--- src/rtl/delay_var.sv ---
// -----------------------------------------------------------------------------
// delay_var -- runtime-programmable delay line with valid tag and clock-enable.
//
// A sample accepted on enabled edge m is presented on source/source_valid right
// after enabled edge m+D, where D = clamp(delay_sel, 1, MAX_DELAY). Storage is a
// circular buffer of {valid, data} entries read at wr_ptr - D, followed by a
// registered output stage. Changing D flushes every in-flight valid bit so no
// stale sample can come out at the wrong latency; busy marks the refill window.
//
// Ports:
//   clk          clock
//   reset        synchronous reset, active-high
//   en           clock-enable; 0 freezes the whole block
//   delay_sel    requested delay (0 -> 1, >MAX_DELAY -> MAX_DELAY)
//   sink         input data
//   sink_valid   qualifies sink
//   source       delayed data (registered)
//   source_valid qualifies source (registered)
//   busy         high while the line refills after a delay change
//   range_err    sticky out-of-range delay_sel flag (only when the macro
//                DELAY_VAR_RANGE_ERR_EN is defined)
// -----------------------------------------------------------------------------
module delay_var #(
  parameter  int WIDTH     = 8,
  parameter  int MAX_DELAY = 16,
  localparam int DW        = $clog2(MAX_DELAY + 1)
) (
  input  logic             clk,
  input  logic             reset,
  input  logic             en,
  input  logic [DW-1:0]    delay_sel,
  input  logic [WIDTH-1:0] sink,
  input  logic             sink_valid,
  output logic [WIDTH-1:0] source,
  output logic             source_valid,
  output logic             busy
`ifdef DELAY_VAR_RANGE_ERR_EN
  ,
  output logic             range_err
`endif
);

  localparam int PW = $clog2(MAX_DELAY);

  localparam logic [DW-1:0] MAX_D    = DW'(MAX_DELAY);
  localparam logic [DW:0]   MAX_D_X  = (DW+1)'(MAX_DELAY);
  localparam logic [PW-1:0] LAST_PTR = PW'(MAX_DELAY - 1);

  typedef enum logic {
    ST_RUN    = 1'b0,
    ST_SETTLE = 1'b1
  } state_e;

  logic [WIDTH-1:0]     mem_q [MAX_DELAY];
  logic [MAX_DELAY-1:0] vld_q, vld_d;
  logic [PW-1:0]        wr_ptr_q, wr_ptr_d, rd_ptr;
  logic [DW:0]          rd_sum;
  logic [DW-1:0]        cur_delay_q, cur_delay_d;
  logic [DW-1:0]        cnt_q, cnt_d;
  logic [DW-1:0]        req_delay;
  state_e               state_q, state_d;
  logic [WIDTH-1:0]     source_q, source_d;
  logic                 source_valid_q, source_valid_d;
  logic                 change;

  // NOTE: every variable written in an always_comb gets a default first so no
  // path leaves it unassigned; otherwise synthesis infers a latch.
  always_comb begin
    req_delay = delay_sel;
    if (delay_sel == '0) begin
      req_delay = DW'(1);
    end else if (delay_sel > MAX_D) begin
      req_delay = MAX_D;
    end
  end

  // Aliases (0 vs 1, oversize vs MAX_DELAY) compare equal after clamping, so
  // they never count as a change.
  assign change = (req_delay != cur_delay_q);

  // Read address wr_ptr - D modulo MAX_DELAY. Adding MAX_DELAY first keeps the
  // sum non-negative; one conditional subtract wraps it. With D = MAX_DELAY the
  // read hits the slot about to be overwritten, returning its old contents.
  always_comb begin
    rd_sum = (DW+1)'(wr_ptr_q) + MAX_D_X - {1'b0, cur_delay_q};
    rd_ptr = (rd_sum >= MAX_D_X) ? PW'(rd_sum - MAX_D_X) : PW'(rd_sum);
  end

  always_comb begin
    wr_ptr_d       = (wr_ptr_q == LAST_PTR) ? '0 : wr_ptr_q + PW'(1);
    // Flush first, then tag the sample of this edge with its own valid.
    vld_d          = change ? '0 : vld_q;
    vld_d[wr_ptr_q] = sink_valid;
    source_d       = mem_q[rd_ptr];
    source_valid_d = change ? 1'b0 : vld_q[rd_ptr];
  end

  // Refill tracking: after a change to D the first fresh sample needs D edges,
  // busy covers the first D-1 of them.
  always_comb begin
    state_d     = state_q;
    cnt_d       = cnt_q;
    cur_delay_d = cur_delay_q;
    if (change) begin
      cur_delay_d = req_delay;
      cnt_d       = req_delay - DW'(1);
      state_d     = (req_delay > DW'(1)) ? ST_SETTLE : ST_RUN;
    end else if (state_q == ST_SETTLE) begin
      cnt_d = cnt_q - DW'(1);
      if (cnt_q == DW'(1)) begin
        state_d = ST_RUN;
      end
    end
  end

  // NOTE: sequential state uses non-blocking assignments so every register
  // samples the pre-edge values, independent of statement order.
  always_ff @(posedge clk) begin
    if (reset) begin
      vld_q          <= '0;
      wr_ptr_q       <= '0;
      cur_delay_q    <= req_delay;
      state_q        <= ST_RUN;
      cnt_q          <= '0;
      source_q       <= '0;
      source_valid_q <= 1'b0;
    end else if (en) begin
      vld_q          <= vld_d;
      wr_ptr_q       <= wr_ptr_d;
      cur_delay_q    <= cur_delay_d;
      state_q        <= state_d;
      cnt_q          <= cnt_d;
      source_q       <= source_d;
      source_valid_q <= source_valid_d;
    end
  end

  // NOTE: the data array is not reset; its contents are only observed through
  // the valid bits, which are, so the storage can map onto plain RAM.
  always_ff @(posedge clk) begin
    if (en) begin
      mem_q[wr_ptr_q] <= sink;
    end
  end

  assign source       = source_q;
  assign source_valid = source_valid_q;
  assign busy         = (state_q == ST_SETTLE);

`ifdef DELAY_VAR_RANGE_ERR_EN
  logic range_err_q;

  always_ff @(posedge clk) begin
    if (reset) begin
      range_err_q <= 1'b0;
    end else if (en && ((delay_sel == '0) || (delay_sel > MAX_D))) begin
      range_err_q <= 1'b1;
    end
  end

  assign range_err = range_err_q;
`endif

endmodule

--- config.mk ---
export PLATFORM = sky130hd
export DESIGN_NAME = delay_var
export DESIGN_NICKNAME = d
export VERILOG_FILES = /design/src/rtl/delay_var.sv
export SDC_FILE = /design/constraint.sdc
export NUM_CORES = 1
export LEC_CHECK = 0
export ABC_CLOCK_PERIOD_IN_PS = 3300
export CAP_MARGIN = 20
export CELL_PAD_IN_SITES_DETAIL_PLACEMENT = 0
export CELL_PAD_IN_SITES_GLOBAL_PLACEMENT = 1
export CORE_ASPECT_RATIO = 0.5
export CORE_UTILIZATION = 30
export CTS_CLUSTER_SIZE = 40
export DETAILED_ROUTE_END_ITERATION = 7
export DONT_BUFFER_PORTS = 1
export PLACE_DENSITY = 0.47
export SLEW_MARGIN = 10
export SYNTH_ARGS = -nofsm -noshare
export SYNTH_HDL_FRONTEND = slang
export SYNTH_SLANG_ARGS = --single-unit
--- constraint.sdc ---
create_clock -name clk -period 3.3 [get_ports clk]
set_input_delay 0.33 -clock clk [delete_from_list [all_inputs] [get_ports clk]]
set_output_delay 0.33 -clock clk [all_outputs]
set_load 0.01 [all_outputs]
== Word level (Yosys, flattened, before mapping) ==
Memories as Yosys holds them, arrays and structs flattened. A register that Yosys moved wholly into a read port is not among the register bits.
Index checks and enable logic that the tools add are counted.
Storage, ports and cells
  memory bits (writable): 128
  memories kept: 1
  input bits: 17
  output and inout bits: 10
  bits in registers: 32
Cells by class
  reductions and logical operators: 7
  $add $sub $neg: 6
  order comparisons: 6
  eq/ne operators: 3
  muxes and demuxes: 22
Memories
  mem_q: depth 16, width 8, read ports 1, clocked after memory_dff 1, write ports 1, line 54  | logic [WIDTH-1:0] mem_q [MAX_DELAY];
Operators by type and width (number)
  5-bit two-way mux: 7
  16-bit bitwise mux: 1
  16-bit two-way mux: 1
  4-bit by 5-bit < comparator with 1-bit output, second input constant: 2
  5-bit by 1-bit subtractor with 5-bit output, second input constant: 2
  1-bit two-way mux: 9
  4-bit two-way mux: 2
  4-bit by 5-bit adder with 6-bit output, second input constant: 1
  6-bit by 5-bit greater-or-equal comparator with 1-bit output, second input constant: 1
  2-bit nonzero test: 3
  6-bit by 5-bit subtractor with 6-bit output: 1
  5-bit by 1-bit equality test with 1-bit output, second input constant: 1
  5-bit by 1-bit > comparator with 1-bit output, second input constant: 1
  5-bit > comparator, second input constant: 1
  5-bit logical NOT: 1
  5-bit inequality test: 1
  4-bit by 1-bit adder with 4-bit output, second input constant: 1
  1-bit binary-select mux with 4-bit select: 1
  1-bit demux with 4-bit select: 1
  4-bit equality test, second input constant: 1
  4-bit by 1-bit greater-or-equal comparator with 1-bit output, second input constant: 1
  2-bit AND reduction: 2
  4-bit by 1-bit subtractor with 4-bit output, second input constant: 1
  1-bit logical AND: 1

== Depth between registers and ports, before layout ==
Gate-level depths: netlist of the first run.
  word-level depth: 7
  gate-level depth with buffers: 11
  mapped depth without buffers: 9

== Worst setup path before layout of the first run ==
OpenSTA, ideal clock, no wires.
  kind: register -> register
  from: register wr_ptr_q[0]
  to: register source_q[0], in the netlist source[0], read port of mem_q
  path buffers: 2
  slack: 642 ps
  cell stages (with the launch flop): 12
  data arrival time: 2524 ps
  required time: 3166 ps
  library setup time: 134 ps
  cells stage by stage: dfxtp_1 -> inv_1 -> ha_1 -> inv_1 -> fa_1 -> clkbuf_1 -> clkbuf_1 -> mux4_2 -> mux2i_1 -> nand3_1 -> nand3_1 -> a21oi_1
On the way
  word-level cells in the longest chain between the ends: 4
Ends and longest elaborated chain
  from (decl): line 56  | logic [PW-1:0] wr_ptr_q, wr_ptr_d, rd_ptr;
  from (signal assigned): line 129  | wr_ptr_q <= wr_ptr_d;
  4-bit by 5-bit adder with 6-bit output *: line 85  | rd_sum = (DW+1)'(wr_ptr_q) + MAX_D_X - {1'b0, cur_delay_q};
  6-bit by 5-bit subtractor with 6-bit output *: line 85
  6-bit by 5-bit greater-or-equal comparator with 1-bit output or 4-bit by 1-bit subtractor with 4-bit output (tied branches): line 86  | rd_ptr = (rd_sum >= MAX_D_X) ? PW'(rd_sum - MAX_D_X) : PW'(rd_sum);
  4-bit two-way mux *: line 86
  to (decl): line 62  | logic [WIDTH-1:0] source_q, source_d;
Every way passes the cells marked *; elsewhere a longest branch is shown, timed or not.
A chain may end at the register's enable or synchronous reset.

== Worst setup path in the final report of the first run ==
  from: register wr_ptr_q[0]
  to: register source_q[3], in the netlist source[3], read port of mem_q
Same word-level chain as after synthesis.

==> flow_summary.yaml, run 1 <==
sta:
  post-route-period-util: 0.823
  final.setup.tns_ps: 0
  skew_ps: 13.6
  finalHoldViolCount: 0
  whs_ps: 33.1
  period_needed_ps: 2720
  layout_setup_ws_ps: 583
  timing.slew.headroom: 0.537
  worstMarginPinSlew_ps: 694
  setup_viol: 0
  finalMaxSlewViolations: 0
  rsz0062_at_grt: "false"
  fmax_mhz: 368
setup_path:
  cp.required_ps: 3620
  cp_max_fo: 33
  endpoint_kind: "register"
  max_stage_delay_ps: 660
  critical_path.top_delay_family: "adder cells"
  crit_chain: "inv_1 -> ha_2 -> inv_1 -> fa_2 -> buf_12 -> mux4_2 -> mux2i_1 -> o21ai_0 -> nand3_1 -> a21oi_1"
  crit_arrival_ps: 3040
  crit_top_cell: "inv_1"
  critPathSlowestCell: "fa_2"
  cp_num_buf_inv: 3
  path_class: "reg -> reg"
  start_kind: "register"
yosys:
  synthArstFlopShare: 0
  synth_xor_area_frac: 0.00979
  ys_top_cells_by_area: "edfxtp_1, mux4_2, dfxtp_1"
  yosysTopAreaCellShare: 0.558
  synth_top_family_by_area: "multiplexers"
  synth_area_leader_cell: "edfxtp_1"
  synthFlopType: "edfxtp_1"
  synth_compound_area_frac: 0.0474
  syn_inst: 468
  ys_warn_count: 0
  synth_adder_area_share: 0.0220
  synth_edf_count: 133
  synthTopCellsByCount: "edfxtp_1, mux4_2, dfxtp_1, nand2_1, a21oi_1"
  synthDistinctLibCells: 44
  syn_area_um2: 7160
  synth_nets: 497
  yosysMostFrequentCell: "edfxtp_1"
  muxShareOfSynthArea: 0.145
  synth.yosys.seq_area_share: 0.656
  avgSynthCellArea_um2: 15.3
  synthSimpleGateAreaFrac: 0.0951
  ys_ff_latch: 168
routing:
  wire_per_inst_um: 21.1
  detail-route-antenna-nets: 0
  drc: 4
  vias: 3897
  wirelength_um: 16900
  first_pass_iters: 6
  vias_per_cell: 4.87
  dr.first_iter.drc_count: 325
layout:
  area_delta_synth_final_pct: 15.1
  stdcell_count: 800
  finish.net_count: 508
  nFillCells: 2169
  drive_gt1_frac: 0.163
  seqCellArea_um2: 4690
  design_area_um2: 8230
  fin_util: 0.357
  multiInputGateArea_um2: 2300
die:
  die_w_um: 220
  io_pins: 27
  die_area_um2: 24500
  num_rows: 39
  die_y_um: 111
  core_region_area_um2: 23100
  initial_core_util: 0.310
clock_tree:
  clk-insertion-delay-late_ps: 440
  htree_levels: 4
  clock_path_buffers: 2
  numCtsBuffers: 17
  clock_sinks: 168
  post_cts_buffers: 0
  cts_tree: "yes"
  clkSlewWorstSetupHoldPaths_ps: 70
  cts_root_buffer: "clkbuf_16"
global_routing:
  gr-total-overflow: 0
  grt_first_pass_wirelength_um: 25700
  grt_pass1_vias: 4020
  grt_max_degree: 36
  antenna_found_initial: 1
  grt_use_total: 0.149
placed_design:
  placed_area_um2: 7510
  portBuffers: 0
  dp.cells: 756
  dpl.hpwl_um: 10600
  place_congestion: 0.690
  pre_cts_ws_ps: 532
run_status:
  violations: "DRC"
  outcome: "finished with violations"
worst_hold_path:
  min_path_type: "in -> reg"
power:
  peakVddDrop_v: 0.000426
  p_total_mw: 5.08
  cellPowerDensity_nw_per_um2: 617
  leakagePower_nw: 2.73
job:
  cap_viol_max_count: 0
-- power by group --
part           total [mW]  switching [mW]  internal (mW)
combinational       0.646           0.342          0.304
sequential           2.37          0.0412           2.33
clock                2.06           0.868           1.19
-- final timing paths --
kind                                                from  slack [ps]  depth (start not counted)                      to
worst max-delay path            wr_ptr_q[0]$_SDFFE_PP0P_         580                         10  source[3]$_SDFFE_PP0P_
worst min-delay path                          sink_valid          30                          2  vld_q[11]$_SDFFE_PP0P_
worst max register to register  wr_ptr_q[0]$_SDFFE_PP0P_         580                         10  source[3]$_SDFFE_PP0P_
worst min register to register     vld_q[9]$_SDFFE_PP0P_         480                          2   vld_q[9]$_SDFFE_PP0P_
-- registers in the layout, indices dropped and copies added (netlist names) --
register / cells
busy: 1
mem_q: 128
source: 8
vld_q: 16
cur_delay_q: 5
wr_ptr_q: 4
cnt_q: 5
source_valid: 1
-- metal layers --
metal | routed length, um | track usage | vias to the layer above | part of all wire
li1 | - | - | 1823 | -
met1 | 8120 | 0.204 | 2011 | 0.48
met2 | 7980 | 0.230 | 55 | 0.47
met3 | 652 | 0.0444 | 8 | 0.039
met4 | 152 | 0.0418 | 0 | 0.0090
met5 | 0 | 0 | - | 0
-- worst register-to-register path: cells and delay by family (launching register included) --
kind / cells / cell delay [ps]
AO/OA/AOI/OAI: 2 / 200
AND/OR/NAND/NOR: 1 / 100
buffers and inverters: 3 / 460
multiplexers: 2 / 640
flip-flops: 1 / 370
adder cells (fa/ha/maj): 2 / 850
-- placed cells by master (no fill, tap or decap), drive strengths merged, types with 2 or more instances in the layout --
| cell type | count |
|---|---|
| a211oi | 3 |
| a21o | 3 |
| a21oi | 32 |
| and2 | 16 |
| and3 | 2 |
| buf | 8 |
| bufinv | 3 |
| clkbuf | 17 |
| clkinv | 7 |
| dfxtp | 35 |
| dlygate4sd3 | 10 |
| edfxtp | 133 |
| ha | 11 |
| inv | 17 |
| mux2i | 23 |
| mux4 | 36 |
| nand2 | 34 |
| nand2b | 4 |
| nand3 | 20 |
| nand3b | 16 |
| nor2 | 11 |
| nor2b | 3 |
| nor3 | 7 |
| nor4bb | 2 |
| o21a | 2 |
| o21ai | 13 |
| or3 | 3 |
| or4 | 2 |
| xnor2 | 4 |
| xor2 | 4 |
-- layout make-up --
class / instances / share of cell area
antenna: 1 / 0.000304
timing repair buffer: 18 / 0.0255
inverter: 12 / 0.00547
tap: 307 / 0.0466
multi-input combinational: 262 / 0.279
clock buffer: 17 / 0.0517
clock inverter: 15 / 0.0208
sequential: 168 / 0.570
-- logic make-up (layout without fill, tap and decap cells) --
| group | after synthesis | in the layout |
|---|---|---|
| xor gates and xnor gates | 8 | 8 |
| and+or+nand+nor | 124 | 124 |
| other | 0 | 1 |
| muxes | 59 | 59 |
| AOI/OAI and AO/OA | 59 | 59 |
| DFF | 168 | 168 |
| buffers and inverters | 38 | 62 |
| adders and majority gates | 12 | 12 |
-- timing repair --
| item | CTS | global route |
|---|---|---|
| resized for setup | 0 | 0 |
| hold endpoints to repair | 164 | 0 |
| hold buffers | 11 | 0 |
Power figures use the tool's default switching activity.
==> run 2, diff against run 1 <==
ABC_CLOCK_PERIOD_IN_PS = 2200   (was 3300)
PLACE_DENSITY = 0.49   (was 0.47)
clock period = 2.2 ns   (was 3.3 ns; I/O delays follow)
==> flow_summary.yaml, run 2 (same netlist as run 1, synthesis figures left out) <==
sta:
  timing.slew.headroom: 0.598
  fmax_mhz: 429
  rsz0062_at_grt: "true"
  setup_viol: 9
  finalHoldViolCount: 31
  final.setup.tns_ps: -569
  whs_ps: -145
  finalMaxSlewViolations: 0
  worstMarginPinSlew_ps: 600
  layout_setup_ws_ps: -130
  skew_ps: 14.8
  period_needed_ps: 2330
  post-route-period-util: 1.06
die:
  die_y_um: 111
  die_w_um: 220
  num_rows: 39
  core_region_area_um2: 23100
  io_pins: 27
  initial_core_util: 0.310
  die_area_um2: 24500
placed_design:
  place_congestion: 0.726
  dpl.hpwl_um: 11900
  portBuffers: 0
setup_path:
  cp.required_ps: 2530
  crit_arrival_ps: 2660
  cp_max_fo: 5
  cp-startpoint: "cur_delay_q[0]$_DFFE_PP_"
  path_class: "reg -> reg"
  critPathSlowestCell: "fa_2"
  cp_num_buf_inv: 2
  critical_path.top_delay_family: "adder cells"
  max_stage_delay_ps: 570
  rr_startpoint: "cur_delay_q[0]$_DFFE_PP_"
  crit_chain: "ha_4 -> inv_2 -> fa_2 -> buf_6 -> mux4_2 -> mux2i_1 -> nor3_1 -> o21ai_1 -> a21oi_1"
  start_kind: "register"
  endpoint_kind: "register"
layout:
  largest_reg_flops: 128
  finish.net_count: 557
  top_register: "mem_q"
  area_delta_synth_final_pct: 22.4
  drive_gt1_frac: 0.251
  final_common_cell: "edfxtp_1"
  final_cell_mix: "edfxtp_1, buf_4, mux4_2, dfxtp_1, nand2_1"
  fin_util: 0.379
  num_antenna_cells: 0
power:
  leakagePower_nw: 3.00
  peakVddDrop_v: 0.000475
  p_total_mw: 7.62
  cellPowerDensity_nw_per_um2: 870
clock_tree:
  cts_tree: "yes"
  clkSlewWorstSetupHoldPaths_ps: 60
  ctsHoldBuffers: 13
  clock_path_buffers: 2
  cts_root_buffer: "clkbuf_16"
  clk-insertion-delay-late_ps: 450
  clock_sinks: 168
  numCtsBuffers: 17
  htree_levels: 4
global_routing:
  grtUsageMet1: 0.211
  use_met3: 0.0436
  grt.busiest_layer: "met2"
  gr-total-overflow: 0
  grt_pass1_vias: 4332
  globalRouteMet2Util: 0.265
  antenna_found_initial: 0
  grt_first_pass_wirelength_um: 27600
  grt_use_total: 0.163
  grt_max_degree: 37
run_status:
  outcome: "finished with violations"
  violations: "DRC, hold timing, setup timing"
worst_hold_path:
  min_path_type: "in -> reg"
  hp-start: "reset"
routing:
  wire_per_inst_um: 21.9
  wirelength_um: 18500
  detail-route-antenna-nets: 0
  vias_per_cell: 4.87
  first_pass_iters: 6
  vias: 4133
  dr.first_iter.drc_count: 295
  drc: 3
job:
  cap_viol_max_count: 0
run 2: changes by cell type in the layout (fill, tap and decap cells not counted), sizes merged, moves of 2 or more:
cell | previous run | this run
buf | 8 | 54
clkinv | 7 | 5
clkbuf | 17 | 19
bufinv | 3 | 1
dlygate4sd3 | 10 | 13
run 2: worst reg2reg max path: cells and delay by family (launching register included):
family / cells / cell delay, ps
simple gates: 1 / 70
mux: 2 / 660
compound gates: 2 / 200
flops: 1 / 390
fa+ha+maj: 2 / 720
buf+inv: 2 / 180
run 2: metal layers:
layer	vias to the layer above	share of wire
met4	0	0.018
met1	2101	0.46
met3	26	0.043
met5	-	0
li1	1928	-
met2	78	0.48
run 2: repair_timing:
action,4_1_cts,5_1_grt
setup endpoints to repair,9,29
pin swaps,6,1
setup buffers,3,0
hold endpoints to repair,165,31
gates resized for setup,9,4
run 2: final timing paths:
check	endpoint	slack [ps]	depth (start not counted)
worst max-delay path	source_valid$_SDFFE_PP0P_	-130	9
worst min-delay path	source[6]$_SDFFE_PP0P_	-140	1
worst max register to register	source_valid$_SDFFE_PP0P_	-130	9
worst min register to register	vld_q[10]$_SDFFE_PP0P_	490	2
run 2: final cells by class:
| type | count | area [um^2] |
|---|---|---|
| clock buffer | 19 | 433 |
| clock inverter | 13 | 116 |
| fill | 2183 | 14300 |
| inverter | 12 | 47.5 |
| multi-input combinational | 262 | 2350 |
| sequential | 168 | 4700 |
| tap | 307 | 384 |
| timing repair buffer | 67 | 722 |
run 2: power by group:
group          switching (mW)  leakage, nW  total [mW]  internal [mW]
registers              0.0537         1.50        3.55           3.49
logic                   0.578         1.24        1.21          0.633
clock network            1.30        0.265        2.86           1.57
total                    1.93         3.00        7.62           5.69
run 2: per-stage QoR:
step | instances | hold WS, ps | cell area (um^2) | setup WS [ps]
final | 848 | -145 | 8760 | -130
after global routing | 848 | -180 | 8760 | -214
after CTS | 848 | -183 | 8740 | -108
after detailed placement | 800 | 290 | 8000 | -166
after global placement | 800 | 295 | 8000 | -155
after floorplan | 468 | 319 | 7230 | 0.909
==> run 3, diff against run 2 <==
CORE_UTILIZATION = 46   (was 30)
PLACE_DENSITY = 0.7   (was 0.49)
==> flow_summary.yaml, run 3 (same netlist as run 1, synthesis figures left out) <==
run_status:
  outcome: "finished with violations"
  violations: "hold timing, setup timing"
clock_tree:
  cts_tree: "yes"
  clock_path_buffers: 2
  clkSlewWorstSetupHoldPaths_ps: 70
  cts_root_buffer: "clkbuf_16"
  numCtsBuffers: 17
  ctsHoldBuffers: 13
  htree_levels: 4
  clk-insertion-delay-late_ps: 420
  clock_sinks: 168
layout:
  design_area_um2: 8580
  final_common_cell: "edfxtp_1"
  drive_gt1_frac: 0.249
  top_register: "mem_q"
  final_cell_mix: "edfxtp_1, mux4_2, buf_4, dfxtp_1, nand2_1"
  num_antenna_cells: 0
  largest_reg_flops: 128
  finish.net_count: 550
  area_delta_synth_final_pct: 19.9
sta:
  timing.slew.headroom: 0.574
  skew_ps: 8.78
  setup_viol: 9
  worstMarginPinSlew_ps: 639
  post-route-period-util: 1.06
  finalHoldViolCount: 31
  final.setup.tns_ps: -963
  period_needed_ps: 2340
  fmax_mhz: 428
  rsz0062_at_grt: "true"
  finalMaxSlewViolations: 0
  layout_setup_ws_ps: -137
  whs_ps: -147
routing:
  vias_per_cell: 5.68
  dr.first_iter.drc_count: 271
  wire_per_inst_um: 21.9
  drc: 0
  detail-route-antenna-nets: 0
  vias: 4160
  first_pass_iters: 5
  wirelength_um: 16000
global_routing:
  grt_pass1_vias: 4111
  grt_first_pass_wirelength_um: 24200
  grt_use_total: 0.211
  grt_max_degree: 37
  antenna_found_initial: 0
  gr-total-overflow: 0
placed_design:
  place_congestion: 0.759
  placed_area_um2: 7730
  pre_cts_ws_ps: -201
  portBuffers: 0
  dpl.hpwl_um: 9850
power:
  leakagePower_nw: 3.00
  p_total_mw: 7.85
  cellPowerDensity_nw_per_um2: 915
  peakVddDrop_v: 0.000596
setup_path:
  start_kind: "register"
  critPathSlowestCell: "fa_2"
  cp_num_buf_inv: 4
  path_class: "reg -> reg"
  max_stage_delay_ps: 460
  cp_max_fo: 7
  crit_arrival_ps: 2650
  path_depth: 11
  endpoint_kind: "register"
  crit_chain: "ha_4 -> inv_2 -> fa_2 -> buf_6 -> buf_12 -> buf_6 -> mux4_2 -> mux2i_1 -> o21ai_1 -> nand3_1 -> a21oi_2"
  critical_path.top_delay_family: "adder cells"
  reg2reg_depth: 11
  crit_top_cell: "buf_6"
  cp.required_ps: 2510
die:
  die_y_um: 90.2
  die_w_um: 178
  initial_core_util: 0.483
  num_rows: 31
  core_region_area_um2: 14800
  die_area_um2: 16100
  io_pins: 27
worst_hold_path:
  min_path_type: "in -> reg"
  whs_path_depth: 1
job:
  cap_viol_max_count: 0
[run 3: what timing repair did]
action,CTS,global route
hold endpoints to repair,165,31
gates resized for setup,10,7
gates cloned,0,2
pin swaps,2,6
setup buffers,1,2
setup endpoints to repair,9,32
[run 3: metrics by stage]
step,utilization,cells
2_1_floorplan,-,468
3_3_place_gp,0.521,683
3_5_place_dp,0.521,683
4_1_cts,0.574,729
5_1_grt,0.579,732
6_report,0.579,732
[run 3: final cells by class]
class	instances	area, um^2
fillers	1165	6240
flip-flops and latches	168	4700
multi-input cells	262	2350
repair buffers	60	612
clock buffers	17	425
well taps	198	248
clock inverters	15	200
inverters	12	47.5
[run 3: worst register-to-register path, cell delays in order (launching register included)]
cell and delay (ps):
edfxtp_1 440, ha_4 190, inv_2 50, fa_2 460, buf_6 170, buf_12 140, buf_6 120, mux4_2 280
mux2i_1 140, o21ai_1 80, nand3_1 110, a21oi_2 50
[run 3: power by group]
part           internal [mW]  leakage (nW)  total, mW  switching, mW
registers               3.49          1.50       3.55         0.0559
clock network           1.75         0.304       3.14           1.39
logic                  0.611          1.20       1.16          0.550
total                   5.85          3.00       7.85           2.00
[run 3: path summary, 6_finish.rpt]
| path | start | slack (ps) | end |
|---|---|---|---|
| worst min-delay path | reset | -150 | cnt_q[3]$_SDFFE_PP0P_ |
| worst max-delay path | cur_delay_q[0]$_DFFE_PP_ | -140 | source[0]$_SDFFE_PP0P_ |
| worst min register to register | vld_q[14]$_SDFFE_PP0P_ | 480 | vld_q[14]$_SDFFE_PP0P_ |
| worst max register to register | cur_delay_q[0]$_DFFE_PP_ | -140 | source[0]$_SDFFE_PP0P_ |
[run 3: metal layers]
metal  global-route usage  vias to the layer above  share of wire
met4               0.0826                        0          0.021
met3               0.0398                       32          0.048
li1                     -                     1908              -
met5                    0                        -              0
met1                0.299                     2092           0.46
met2                0.324                      128           0.47
